==> src/rtl/nfc_atomic_ca_latch_if.sv <==
// ACG request bus between a command-level FSM and the
// command/address latch primitive.
interface nfc_atomic_ca_latch_if #(
   parameter int NumberOfWays = 4
) ();

   logic [7:0]              iACG_Command;
   logic [2:0]              iACG_CommandOption;
   logic [NumberOfWays-1:0] iACG_TargetWay;
   logic [15:0]             iACG_NumOfData;
   logic                    iACG_CASelect;
   logic [39:0]             iACG_CAData;
   logic                    oACG_Ready;
   logic                    oACG_LastStep;

   modport master (
      output iACG_Command,
      output iACG_CommandOption,
      output iACG_TargetWay,
      output iACG_NumOfData,
      output iACG_CASelect,
      output iACG_CAData,
      input  oACG_Ready,
      input  oACG_LastStep
   );

   modport slave (
      input  iACG_Command,
      input  iACG_CommandOption,
      input  iACG_TargetWay,
      input  iACG_NumOfData,
      input  iACG_CASelect,
      input  iACG_CAData,
      output oACG_Ready,
      output oACG_LastStep
   );

endinterface

==> src/rtl/nfc_atomic_ca_latch.sv <==
// Atomic command/address latch primitive: serialises 1-5 CA
// bytes onto the NAND pins with CE#/CLE/ALE/WE# timing.
module nfc_atomic_ca_latch #(
   parameter int NumberOfWays = 4,
   parameter int CESetupCycles = 1,
   parameter int WELowCycles = 2,
   parameter int WEHighCycles = 2,
   parameter int CEHoldCycles = 1
) (
   input  logic                    iSystemClock,
   input  logic                    iReset,
   nfc_atomic_ca_latch_if.slave    acg,
   output logic [NumberOfWays-1:0] oNAND_CE_n,
   output logic                    oNAND_CLE,
   output logic                    oNAND_ALE,
   output logic                    oNAND_WE_n,
   output logic [7:0]              oNAND_DQ,
   output logic                    oNAND_DQOE
);

   typedef enum logic [2:0] {
      Idle,
      CeSetup,
      WeLow,
      WeHigh,
      CeHold,
      Done
   } state_t;

   localparam logic [7:0] SetupEnd = 8'(CESetupCycles - 1);
   localparam logic [7:0] LowEnd = 8'(WELowCycles - 1);
   localparam logic [7:0] HighEnd = 8'(WEHighCycles - 1);
   localparam logic [7:0] HoldEnd = 8'(CEHoldCycles - 1);
   localparam logic [NumberOfWays-1:0] AllOff = '1;

   state_t      state;
   logic [7:0]  stepCount;
   logic [2:0]  byteCount;
   logic [39:0] shiftReg;
   logic        stepDone;
   logic        unusedInputs;

   assign stepDone = (stepCount == 8'd0);
   assign unusedInputs = ^{acg.iACG_CommandOption,
                           acg.iACG_Command[7],
                           acg.iACG_Command[5:0]};

   function automatic logic [2:0] clampCount(input logic [15:0] n);
      if (n == 16'd0) return 3'd1;
      if (n > 16'd5) return 3'd5;
      return n[2:0];
   endfunction

   // Sequencer: each state holds for its cycle budget; pins are registered.
   always_ff @(posedge iSystemClock) begin
      if (!iReset) begin
         state <= Idle;
         stepCount <= 8'd0;
         byteCount <= 3'd0;
         shiftReg <= 40'd0;
         acg.oACG_Ready <= 1'b1;
         acg.oACG_LastStep <= 1'b0;
         oNAND_CE_n <= AllOff;
         oNAND_CLE <= 1'b0;
         oNAND_ALE <= 1'b0;
         oNAND_WE_n <= 1'b1;
         oNAND_DQ <= 8'h00;
         oNAND_DQOE <= 1'b0;
      end else begin
         acg.oACG_LastStep <= 1'b0;
         unique case (state)
            Idle: begin
               if (acg.iACG_Command[6]) begin
                  state <= CeSetup;
                  stepCount <= SetupEnd;
                  byteCount <= clampCount(acg.iACG_NumOfData);
                  shiftReg <= acg.iACG_CAData;
                  acg.oACG_Ready <= 1'b0;
                  oNAND_CE_n <= acg.iACG_TargetWay;
                  oNAND_CLE <= acg.iACG_CASelect;
                  oNAND_ALE <= ~acg.iACG_CASelect;
                  oNAND_DQ <= acg.iACG_CAData[39:32];
                  oNAND_DQOE <= 1'b1;
                  oNAND_WE_n <= 1'b1;
               end
            end
            CeSetup: begin
               if (stepDone) begin
                  state <= WeLow;
                  stepCount <= LowEnd;
                  oNAND_WE_n <= 1'b0;
               end else begin
                  stepCount <= stepCount - 8'd1;
               end
            end
            WeLow: begin
               if (stepDone) begin
                  state <= WeHigh;
                  stepCount <= HighEnd;
                  oNAND_WE_n <= 1'b1;
               end else begin
                  stepCount <= stepCount - 8'd1;
               end
            end
            WeHigh: begin
               if (stepDone) begin
                  byteCount <= byteCount - 3'd1;
                  shiftReg <= {shiftReg[31:0], 8'h00};
                  oNAND_DQ <= shiftReg[31:24];
                  if (byteCount == 3'd1) begin
                     state <= CeHold;
                     stepCount <= HoldEnd;
                     oNAND_CLE <= 1'b0;
                     oNAND_ALE <= 1'b0;
                     oNAND_DQOE <= 1'b0;
                  end else begin
                     state <= WeLow;
                     stepCount <= LowEnd;
                     oNAND_WE_n <= 1'b0;
                  end
               end else begin
                  stepCount <= stepCount - 8'd1;
               end
            end
            CeHold: begin
               if (stepDone) begin
                  state <= Done;
                  oNAND_CE_n <= AllOff;
                  oNAND_DQ <= 8'h00;
                  acg.oACG_LastStep <= 1'b1;
               end else begin
                  stepCount <= stepCount - 8'd1;
               end
            end
            Done: begin
               state <= Idle;
               acg.oACG_Ready <= 1'b1;
            end
            default: begin
               state <= Idle;
            end
         endcase
      end
   end

endmodule
==> src/flat_wrapper.sv <==
// flat-port wrapper written by rule: the top's interface ports become plain ports
module nfc_atomic_ca_latch_flat 
#(
   parameter int NumberOfWays = 4,
   parameter int CESetupCycles = 1,
   parameter int WELowCycles = 2,
   parameter int WEHighCycles = 2,
   parameter int CEHoldCycles = 1
)
  (iSystemClock, iReset, oNAND_CE_n, oNAND_CLE, oNAND_ALE, oNAND_WE_n, oNAND_DQ, oNAND_DQOE, acg_iACG_Command, acg_iACG_CommandOption, acg_iACG_TargetWay, acg_iACG_NumOfData, acg_iACG_CASelect, acg_iACG_CAData, acg_oACG_Ready, acg_oACG_LastStep);
  nfc_atomic_ca_latch_if #(.NumberOfWays(NumberOfWays)) acg_i ();
  input  logic iSystemClock;
  input  logic iReset;
  output logic [NumberOfWays-1:0] oNAND_CE_n;
  output logic oNAND_CLE;
  output logic oNAND_ALE;
  output logic oNAND_WE_n;
  output logic [7:0] oNAND_DQ;
  output logic oNAND_DQOE;
  input wire logic [$bits(acg_i.iACG_Command)-1:0] acg_iACG_Command;
  input wire logic [$bits(acg_i.iACG_CommandOption)-1:0] acg_iACG_CommandOption;
  input wire logic [$bits(acg_i.iACG_TargetWay)-1:0] acg_iACG_TargetWay;
  input wire logic [$bits(acg_i.iACG_NumOfData)-1:0] acg_iACG_NumOfData;
  input wire logic [$bits(acg_i.iACG_CASelect)-1:0] acg_iACG_CASelect;
  input wire logic [$bits(acg_i.iACG_CAData)-1:0] acg_iACG_CAData;
  output wire logic [$bits(acg_i.oACG_Ready)-1:0] acg_oACG_Ready;
  output wire logic [$bits(acg_i.oACG_LastStep)-1:0] acg_oACG_LastStep;
  assign acg_i.iACG_Command = acg_iACG_Command;
  assign acg_i.iACG_CommandOption = acg_iACG_CommandOption;
  assign acg_i.iACG_TargetWay = acg_iACG_TargetWay;
  assign acg_i.iACG_NumOfData = acg_iACG_NumOfData;
  assign acg_i.iACG_CASelect = acg_iACG_CASelect;
  assign acg_i.iACG_CAData = acg_iACG_CAData;
  assign acg_oACG_Ready = acg_i.oACG_Ready;
  assign acg_oACG_LastStep = acg_i.oACG_LastStep;
  nfc_atomic_ca_latch #(.NumberOfWays(NumberOfWays), .CESetupCycles(CESetupCycles), .WELowCycles(WELowCycles), .WEHighCycles(WEHighCycles), .CEHoldCycles(CEHoldCycles)) u_core (.iSystemClock(iSystemClock), .iReset(iReset), .acg(acg_i), .oNAND_CE_n(oNAND_CE_n), .oNAND_CLE(oNAND_CLE), .oNAND_ALE(oNAND_ALE), .oNAND_WE_n(oNAND_WE_n), .oNAND_DQ(oNAND_DQ), .oNAND_DQOE(oNAND_DQOE));
endmodule
==> config.mk <==
export PLATFORM = sky130hd
export DESIGN_NAME = nfc_atomic_ca_latch_flat
export DESIGN_NICKNAME = d
export VERILOG_FILES = /design/src/rtl/nfc_atomic_ca_latch_if.sv /design/src/rtl/nfc_atomic_ca_latch.sv /design/src/flat_wrapper.sv
export SDC_FILE = /design/constraint.sdc
export NUM_CORES = 1
export LEC_CHECK = 0
export ABC_AREA = 1
export BUFFER_PORTS_ARGS = -buffer_cell sky130_fd_sc_hd__buf_2
export CORE_MARGIN = 4
export CORE_UTILIZATION = 56
export CTS_CLUSTER_SIZE = 12
export DETAILED_ROUTE_END_ITERATION = 8
export MAX_ROUTING_LAYER = met4
export PLACE_DENSITY = 0.85
export SYNTH_ARGS = -nofsm -noshare
export SYNTH_HDL_FRONTEND = slang
export SYNTH_SLANG_ARGS = --single-unit
==> constraint.sdc <==
create_clock -name iSystemClock -period 3.25 [get_ports iSystemClock]
set_clock_uncertainty 0.15 [all_clocks]
set_input_delay 0.1625 -clock iSystemClock [delete_from_list [all_inputs] [get_ports iSystemClock]]
set_output_delay 0.1625 -clock iSystemClock [all_outputs]
set_load 0.03 [all_outputs]
======== Word level (Yosys, flattened, before mapping) ========
Cells that the tools add are included.
cells by class
  mux-type cells .......................... 55
  reductions and logical operators ........ 19
  add/subtract/negate cells ............... 2
  div/mod/pow operators ................... 0
  equality and inequality tests ........... 14
  bitwise gates (word level) .............. 1
  shift operators ......................... 0
  multipliers ............................. 0
  $lt $le $gt $ge ......................... 1
operators by type and width
  cell                                                                               number
  32-bit 2-to-1 mux                                                                  2
  32-bit case mux with 2 select lines                                                1
  8-bit 2-to-1 mux                                                                   7
  3-bit 2-to-1 mux                                                                   12
  8-bit case mux with 4 select lines                                                 1
  8-bit case mux with 3 select lines                                                 1
  1-bit 2-to-1 mux                                                                   21
  16-bit by 3-bit greater-than comparator with 1-bit output (second input constant)  1
  16-bit logical NOT                                                                 1
  3-bit case mux with 5 select lines                                                 1
  2-bit by 1-bit != test with 1-bit output (second input constant)                   5
  3-bit AND reduction                                                                3
  8-bit logical NOT                                                                  1
  4-bit 2-to-1 mux                                                                   2
  1-bit case mux with 2 select lines                                                 4
  4-bit case mux with 2 select lines                                                 1
  4-bit AND reduction                                                                2
  4-bit nonzero test                                                                 2
  8-bit by 1-bit subtractor with 8-bit output (second input constant)                1
  3-bit by 1-bit equality test with 1-bit output (second input constant)             2
  3-bit by 2-bit equality test with 1-bit output (second input constant)             2
  3-bit equality test (second input constant)                                        2
  2-bit != test (second input constant)                                              3
  3-bit case mux with 2 select lines                                                 1
  10 further kinds                                                                   13
storage, ports and cells
  input port bits ......................... 74
  logic and storage cells ................. 104
  bits in latches ......................... 0
  bits in read-only memories .............. 0
  register bits after elaboration ......... 64
  memories ................................ 0
  output and inout bits ................... 18
  memory bits (writable) .................. 0

======== Logic depth before layout (Yosys ltp) ========
Gate-level depths: netlist (run 1).
  depth after elaboration ................. 13
  mapped depth ............................ 13
  depth with buffers taken out ............ 12

======== Worst setup path before layout (run 1) ========
OpenSTA, ideal clock, no wires.
  path type ............................... register -> register
  from .................................... register u_core.stepCount[0]
  to ...................................... register u_core.shiftReg[16]
  data arrival time ....................... 1.395 ns
  slack ................................... 1.589 ns
  path buffers ............................ 1
  period minus slack after synthesis ...... 1.661 ns
  data required time ...................... 2.984 ns
  cell stages (with the launch flop) ...... 10
  cell sequence ........................... dfxtp_1 inv_1 ha_1 nand2_2 nor2_4 nand2_1 nand2_4 buf_2 nand3_1 o211a_1
on the way
  word-level cells in the longest chain between the ends .. 3
RTL lines
  item                                                       line                        source
  from (decl)                                                nfc_atomic_ca_latch.sv:37   logic [7:0] stepCount;
  from (signal assigned)                                     nfc_atomic_ca_latch.sv:75   stepCount <= SetupEnd;
  from (signal assigned)                                     nfc_atomic_ca_latch.sv:90   stepCount <= LowEnd;
  from (signal assigned)                                     nfc_atomic_ca_latch.sv:93   stepCount <= stepCount - 8'd1;
  8-bit logical NOT                                          nfc_atomic_ca_latch.sv:43   assign stepDone = (stepCount == 8'd0);
  2-bit by 1-bit != test with 1-bit output (no source line)  --
  3-bit AND reduction (no source line)                       --
  to (signal assigned)                                       nfc_atomic_ca_latch.sv:77   shiftReg <= acg.iACG_CAData;
  to (signal assigned)                                       nfc_atomic_ca_latch.sv:108  shiftReg <= {shiftReg[31:0], 8'h00};
  to (decl)                                                  nfc_atomic_ca_latch.sv:39   logic [39:0] shiftReg;
Every way passes these cells.
A chain may end at the register's enable or synchronous reset.

======== Final worst setup path (run 1) ========
  from .................................... register u_core.stepCount[0]
  to ...................................... register u_core.shiftReg[23]
Same word-level chain as after synthesis.

==> results summary, run 1 <==
The first global-routing pass estimated 13100 um of wire. The port buffer count came out at a little over 80. The initial core utilization is 0.576. The number of nets in the final layout is 608. By instance count, the leading cell after synthesis is nand2_1. The highest achievable clock rate came out at 458 MHz. The number of instances in the synthesized netlist is 446.

In the routed design, unresolved DRC markers number 0. Counting instances in the post-synthesis netlist gives the leading cell types as nand2_1 (124), dfxtp_1 (64), nor2_1 (58). By area the synthesized netlist is led by dfxtp_1 (41%), nand2_1 (15%), nand3_1 (7.1%). The HPWL after detailed placement came out at 5320 um. The first detailed-routing pass ran for 6 iterations. The startpoint identified for the worst register-to-register timing path is u_core.stepCount[0]$_SDFFE_PN0P_.

The number of library cell types mapped by synthesis came out at 32. Synthesis produced a netlist with a net count of 523. The cell depth of the worst min-delay path is 4.

The maximum clock path buffer count came out at 2. The global router's overall resource usage came out at 0.233. The routed design could run at a clock period as short as 2.18 ns. The startpoint identified for the worst hold timing path is acg_iACG_CAData[17]. The number of clock buffers inserted by TritonCTS came out at 9. For this run, global-route usage on met3 was measured as 0.0486. In this run the critical register-to-register path is captured at u_core.shiftReg[23]$_SDFFE_PN0P_. For hold timing, the worst endpoint is u_core.shiftReg[17]$_SDFFE_PN0P_. The number of global-route vias before repair was 2936. The post-CTS resize count came out at 0. The library cell used as clock root buffer is clkbuf_8. The final count of negative-setup-slack endpoints came out at 0. The post-synthesis to final-layout area growth came out at 24.3%. The CTS H-tree depth is 3. The maximum fanout encountered on the critical timing path is 51. The share of flip-flops with an asynchronous set or reset came out at 0. The final cell count without fillers came out at 608. After clock tree synthesis, the clock-pin slew on the worst setup and hold paths is roughly 0.070 ns. The data required time at the worst endpoint came out at 3.32 ns.

The met1 usage in global routing came out at 0.271. The number of nets with antenna violations after routing is 0. In this run the most used layer during global routing was met2. The total leakage power came out at 1.95 nW. The width of the die came out at about 83 um. The mapped cell area is 3150 um^2.

The die boundary height came out at 83.1 um. The reported max-cap violation count is 0. The core region is about 5500 um^2. In the final routed layout, each cell accounts on average for 13.1 um. The tightest min-delay check is of the input port to flip-flop type. The top-area cell type share of the netlist area is 0.406.

The number of setup buffers added after CTS is 0. The most used flip-flop cell after synthesis is dfxtp_1. The post-layout utilization of the core is 0.716. During synthesis, Yosys emitted a total of 0 warnings. The ratio of final minimum period to clock period came out at 0.672. Pin placement for this block handled 92 I/O pins.

The run finished with clean final reports. Across all setup checks in the final design, the least slack found is roughly 1.1 ns. The maximum number of pins on one net before global-route repair is 52.

The internal reg-to-reg setup slack is 1.07 ns. The proportion of synthesized chip area in sequential cells is 0.406. The final RePlAce weighted congestion came out at 0.890.

For this design the ratio of total power to cell area is ~900 nW/um^2. The number of storage elements in the synthesis netlist is 64. The worst slew slack as a fraction of its limit came out at 0.515. Dividing the detail-routed via count by the number of cells gives around 5.3. The number of antenna violations at the first check in global routing came out at 0. TritonCTS built the clock tree. The kind of start point of the critical path is a flip-flop. The count of final max-slew check failures came out at 0. For this design, the sink count on the clock tree is 64. The overall overflow remaining after global route came out at 0.

The synthesized design spends more area on one cell type than any other, namely dfxtp_1. The cell total after placement came out at around 580. The number of flops mapped to enable cells by yosys is 0. The mean post-synth cell area is a little over 7 um^2. The transition time at the pin with the least slew margin is roughly 0.73 ns. The die covers 6900 um^2. The data arrival time of the critical path is roughly 2.3 ns. The number of buffers inserted for hold repair after clock tree synthesis is 13. Summed over all layers, the routed wires come to 7940 um. Setup repair after global routing left no endpoint under its margin. For this block, the initial DRC count from the detailed router was around 240.

The number of placement rows came out at 27. The share of final-layout standard cells stronger than drive strength 1 is 0.226. The total via count after detailed routing is 3233. The number of inserted diodes came out at 0. The met2 capacity usage during global routing is 0.384. OpenSTA, run right after detailed placement, puts the worst setup slack at 1.08 ns. The later pin in the worst-skew pair is clocked with a latency of roughly 0.34 ns. The element type at the critical path end is a flip-flop. The setup path with the least slack is of type flip-flop to flip-flop. The setup total negative slack came out at 0 ns.

The number of cells on the worst reg-to-reg path is 9. The count of final hold-check violations is 0. The worst-case vdd ir drop is 0.452 mV.
through the flow:
stage / power [mW] / hold slack (ns) / instance area (um^2)
3_5_place_dp: 2.64 / 0.245 / 3550
2_1_floorplan: 2.34 / 0.149 / 3150
3_3_place_gp: 2.57 / 0.235 / 3550
6_report: 3.46 / 0.0172 / 3920
4_1_cts: 3.46 / 0.0143 / 3920
5_1_grt: 3.71 / 0.0356 / 3920
critical path, cell delays in order (launching register included):
cell and delay [ns]:
dfxtp_1 0.32, inv_1 0.11, ha_1 0.24, nand2_2 0.10, nor2_4 0.19, nand2_1 0.12
nand2_4 0.39, inv_2 0.21, o21ai_0 0.19, a21oi_1 0.05
cell type report:
type,count,area (um^2)
clock inverters,4,75.1
inverters,32,125
multi-input cells,328,1630
fillers,451,1550
well taps,72,90.1
clock buffers,12,165
repair buffers,96,551
flip-flops and latches,64,1280
logic make-up after synthesis:
group,share of synthesized area
buffers and inverters,0.0762
and+or+nand+nor,0.337
AOI/OAI and AO/OA,0.169
adders and majority gates,0.0119
DFF,0.406
per-layer routing:
layer | vias to the layer above | share of wire
li1 | 1633 | -
met1 | 1471 | 0.42
met2 | 107 | 0.50
met3 | 22 | 0.056
met4 | 0 | 0.023
met5 | - | 0
flip-flops by register name, summed over array words and instances, names as in the netlist:
signal                    cells
u_core.oNAND_CE_n             4
u_core.oNAND_DQOE             1
u_core.oNAND_CLE              1
u_core.byteCount              3
u_core.oNAND_ALE              1
u_core.acg.oACG_Ready         1
u_core.stepCount              8
u_core.shiftReg              32
u_core.state                  3
u_core.oNAND_DQ               8
u_core.oNAND_WE_n             1
u_core.acg.oACG_LastStep      1
report_power, final:
part	leakage, nW	total (mW)	switching [mW]	internal, mW
registers	0.528	1.16	0.141	1.02
clock network	0.115	0.805	0.310	0.495
logic	1.31	1.50	0.988	0.510
total	1.95	3.46	1.44	2.02
cells in the final DEF, fill, tap and decap left out, drive strengths merged, types with 3 or more instances in the layout:
| master | count |
|---|---|
| nand2 | 131 |
| o22ai | 4 |
| dlygate4sd3 | 13 |
| ha | 3 |
| clkbuf | 12 |
| nand3 | 45 |
| dfxtp | 64 |
| nor2 | 65 |
| inv | 31 |
| o211a | 22 |
| a21oi | 25 |
| o21ai | 20 |
| buf | 83 |
worst max path at each step:
stage	from	endpoint	cells after the start
3_5_place_dp	u_core.stepCount[0]$_SDFFE_PN0P_	u_core.shiftReg[23]$_SDFFE_PN0P_	9
5_1_grt	u_core.stepCount[0]$_SDFFE_PN0P_	u_core.shiftReg[23]$_SDFFE_PN0P_	9
2_1_floorplan	u_core.stepCount[0]$_SDFFE_PN0P_	u_core.shiftReg[16]$_SDFFE_PN0P_	9
4_1_cts	u_core.stepCount[0]$_SDFFE_PN0P_	u_core.shiftReg[23]$_SDFFE_PN0P_	9
3_3_place_gp	u_core.stepCount[0]$_SDFFE_PN0P_	u_core.shiftReg[23]$_SDFFE_PN0P_	9
6_report	u_core.stepCount[0]$_SDFFE_PN0P_	u_core.shiftReg[23]$_SDFFE_PN0P_	9
(Power assumes the default switching activity.)
==> inputs of run 2 (changes only) <==
--- a/config.mk
+++ b/config.mk
@@ -8,11 +8,11 @@
 export ABC_AREA = 1
 export BUFFER_PORTS_ARGS = -buffer_cell sky130_fd_sc_hd__buf_2
 export CORE_MARGIN = 4
-export CORE_UTILIZATION = 56
+export CORE_UTILIZATION = 52
 export CTS_CLUSTER_SIZE = 12
 export DETAILED_ROUTE_END_ITERATION = 8
 export MAX_ROUTING_LAYER = met4
-export PLACE_DENSITY = 0.85
+export PLACE_DENSITY = 0.8
 export SYNTH_ARGS = -nofsm -noshare
 export SYNTH_HDL_FRONTEND = slang
 export SYNTH_SLANG_ARGS = --single-unit
==> constraint.sdc (replaced) <==
create_clock -name iSystemClock -period 2.3 [get_ports iSystemClock]
set_clock_uncertainty 0.15 [all_clocks]
set_input_delay 0.115 -clock iSystemClock [delete_from_list [all_inputs] [get_ports iSystemClock]]
set_output_delay 0.115 -clock iSystemClock [all_outputs]
set_load 0.03 [all_outputs]
==> run 2 against run 1 <==
Against the previous run: critical path depth is the same; fmax grew 8.6%; die area grew 6.9%; highest routed layer unchanged; sequential share of layout area shrank 1.8 points.
==> results summary, run 2 (synthesis gave the netlist of run 1 again) <==
The maximum number of pins on one net before global-route repair came out at 40 (-23%). The total DRC errors in the routed layout came out at 0 (unchanged). The number of filler instances in the final layout was 523 (+16%).

The area after detailed placement is 3600 um^2 (+1.3%). The detail-routed net length per standard cell came out at 13.1 um (+0.29%). The clock period minus final worst setup slack is 2.01 ns (-0.172 ns). Leaving out fill and tap cells, the most frequent cell in the layout is nand2_1. The number of clock buffers inserted by TritonCTS came out at 9 (unchanged). The number of ports placed on the die boundary came out at 92 (unchanged).

The reported max-cap violation count is 0 (unchanged). The number of detailed-route iterations in the first pass came out at 4 (-2). The final RePlAce weighted congestion is 0.892 (+0.28%). The top cell types in the final layout, fill and taps aside, are nand2_1 (124), buf_2 (81), dfxtp_1 (64). The maximum clock path buffer count was 2 (unchanged).

The total length of routed wires came out at 8330 um (+4.9%). The number of inserted diodes came out at 0 (unchanged). The total leakage power came out at 2.06 nW (+5.4%).

The number of vias per cell was 5.14 (-3.4%). The clock transition at the registers of the reported paths came to 0.07 ns (about the same). The startpoint-to-endpoint class of the critical path is flip-flop to flip-flop.

The largest registers in the layout are u_core.shiftReg (32), u_core.oNAND_DQ (8), u_core.stepCount (8). Setup repair after global routing left no endpoint under its margin. The CTS H-tree depth is 3 (unchanged). The number of antenna violations at the first check in global routing is 0 (unchanged). The port buffer count came to 81 (unchanged). The DRC marker count from the first detailed-route iteration is 151 (-36%). The HPWL after detailed placement is 5560 um (+4.5%). The data arrival time of the critical path is 2.09 ns (-0.17 ns). The core area is 5920 um^2 (+8.2%). The number of nets in the final layout is 633 (+4.1%). The share of final-layout standard cells stronger than drive strength 1 came out at 0.221 (-0.00471). The number of placement rows was 28 (+3.7%). The first-pass GRT wire length came to 14400 um (+10%). The count of final hold-check violations came out at 0 (unchanged). The width of the die was 85.9 um (+3.4%). The worst-case vdd ir drop came to 0.676 mV (+50%). The number of global-route vias before repair came to 3286 (+12%). The library cell used as clock root buffer is clkbuf_8.

The internal reg-to-reg setup slack is 0.29 ns (-0.78 ns). The run finished with clean final reports. The maximum fanout encountered on the critical timing path is 38 (-25%). The worst setup path is launched from a flip-flop. The transition time at the pin with the least slew margin is 0.383 ns (-0.344 ns). The count of final max-slew check failures is 0 (unchanged).

TritonCTS built the clock tree. The data required time at the worst endpoint is 2.38 ns (-0.94 ns). u_core.shiftReg holds more flip-flops than any other register.

The die area came to 7380 um^2 (+6.9%). The total via count after detailed routing is 3268 (+1.1%). The post-synthesis to final-layout area growth came out at 31.5%. The ratio of final minimum period to clock period came out at 0.875 (+0.203). The number of flip-flops under the largest register name was 32 (unchanged).

The power density over the cells came out at 1170 nW/um^2 (+33%). The worst slew slack as a fraction of its limit is 0.745 (+0.230). The total clock sinks came out at 64 (unchanged). The clock insertion delay at the later pin of the skew report is 0.33 ns (about the same). The cell area after layout came out at 4150 um^2 (+5.8%).

The setup total negative slack came out at 0 ns (unchanged). The post-route total power is 4.86 mW (+41%). The overall overflow remaining after global route is 0 (unchanged).

The die boundary height came out at 85.9 um (+3.4%). The final count of negative-setup-slack endpoints is 0 (unchanged). The worst setup path is captured at a flip-flop.

The highest achievable clock rate is 497 MHz (+8.6%). The number of post-CTS setup repair buffers is 0 (unchanged). The number of nets with antenna violations after routing came out at 0 (unchanged). The initial core utilization is 0.533 (-0.0436). The post-layout utilization of the core came out at 0.701 (-0.0157). The global router's overall resource usage came out at 0.248 (+0.0150).

The worst hold path belongs to the class input port to flip-flop.
==> run 2: cell types whose count changed in the layout (fill, tap and decap cells not counted), sizes merged <==
cell | previous run | this run
buf | 83 | 87
clkbuf | 12 | 10
clkinv | 1 | 5
clkinvlp | 2 | 0
dlygate4sd3 | 13 | 34
==> run 2: path summary, 6_finish.rpt <==
kind / startpoint / endpoint / cells past startpoint
setup / recovery: u_core.stepCount[0]$_SDFFE_PN0P_ / u_core.shiftReg[25]$_SDFFE_PN0P_ / 9
hold / removal: acg_iACG_CAData[27] / u_core.shiftReg[27]$_SDFFE_PN0P_ / 4
setup reg to reg: u_core.stepCount[0]$_SDFFE_PN0P_ / u_core.shiftReg[25]$_SDFFE_PN0P_ / 9
hold reg to reg: u_core.shiftReg[23]$_SDFFE_PN0P_ / u_core.shiftReg[23]$_SDFFE_PN0P_ / 2
==> run 2: final cells by class <==
class                           count  area (um^2)  share of cell area
Inverter                           32          125              0.0302
Tap cell                           75         93.8              0.0226
Clock inverter                      6         83.8              0.0202
Multi-Input combinational cell    328         1630               0.394
Timing Repair Buffer              121          803               0.194
Clock buffer                       10          128              0.0308
Sequential cell                    64         1280               0.309
==> run 2: stage by stage <==
stage | hold slack [ns] | setup slack (ns) | std cells
after floorplan | 0.102 | 0.639 | 446
final | 0.00759 | 0.288 | 636
after global placement | 0.189 | 0.349 | 586
after CTS | 0.000697 | 0.277 | 636
after detailed placement | 0.198 | 0.281 | 586
after global routing | 0.0237 | 0.0803 | 636
==> run 2: repair_timing <==
item	4_1_cts	5_1_grt
hold endpoints to repair	35	0
gates resized for setup	0	0
hold buffers	34	0
==> run 2: report_power, final <==
part | switching [mW] | total [mW] | internal (mW)
combinational | 1.40 | 2.18 | 0.780
clock | 0.436 | 1.04 | 0.607
sequential | 0.202 | 1.64 | 1.44
total | 2.04 | 4.86 | 2.83
==> run 2: worst max-delay path, stage by stage (launching register included) <==
cell and delay, ns:
dfxtp_1 0.32, inv_1 0.11, ha_1 0.25, nand2_2 0.11, nor2_4 0.21, nand2_1 0.12, nand2_4 0.17, buf_12 0.21
nand3_1 0.12, o211a_1 0.13
==> run 2: metal layers <==
layer	track usage	share of wire	up-vias
li1	-	-	1685
met4	0.109	0.024	0
met2	0.423	0.51	78
met1	0.289	0.43	1485
met3	0.0336	0.037	20
met5	-	0	-
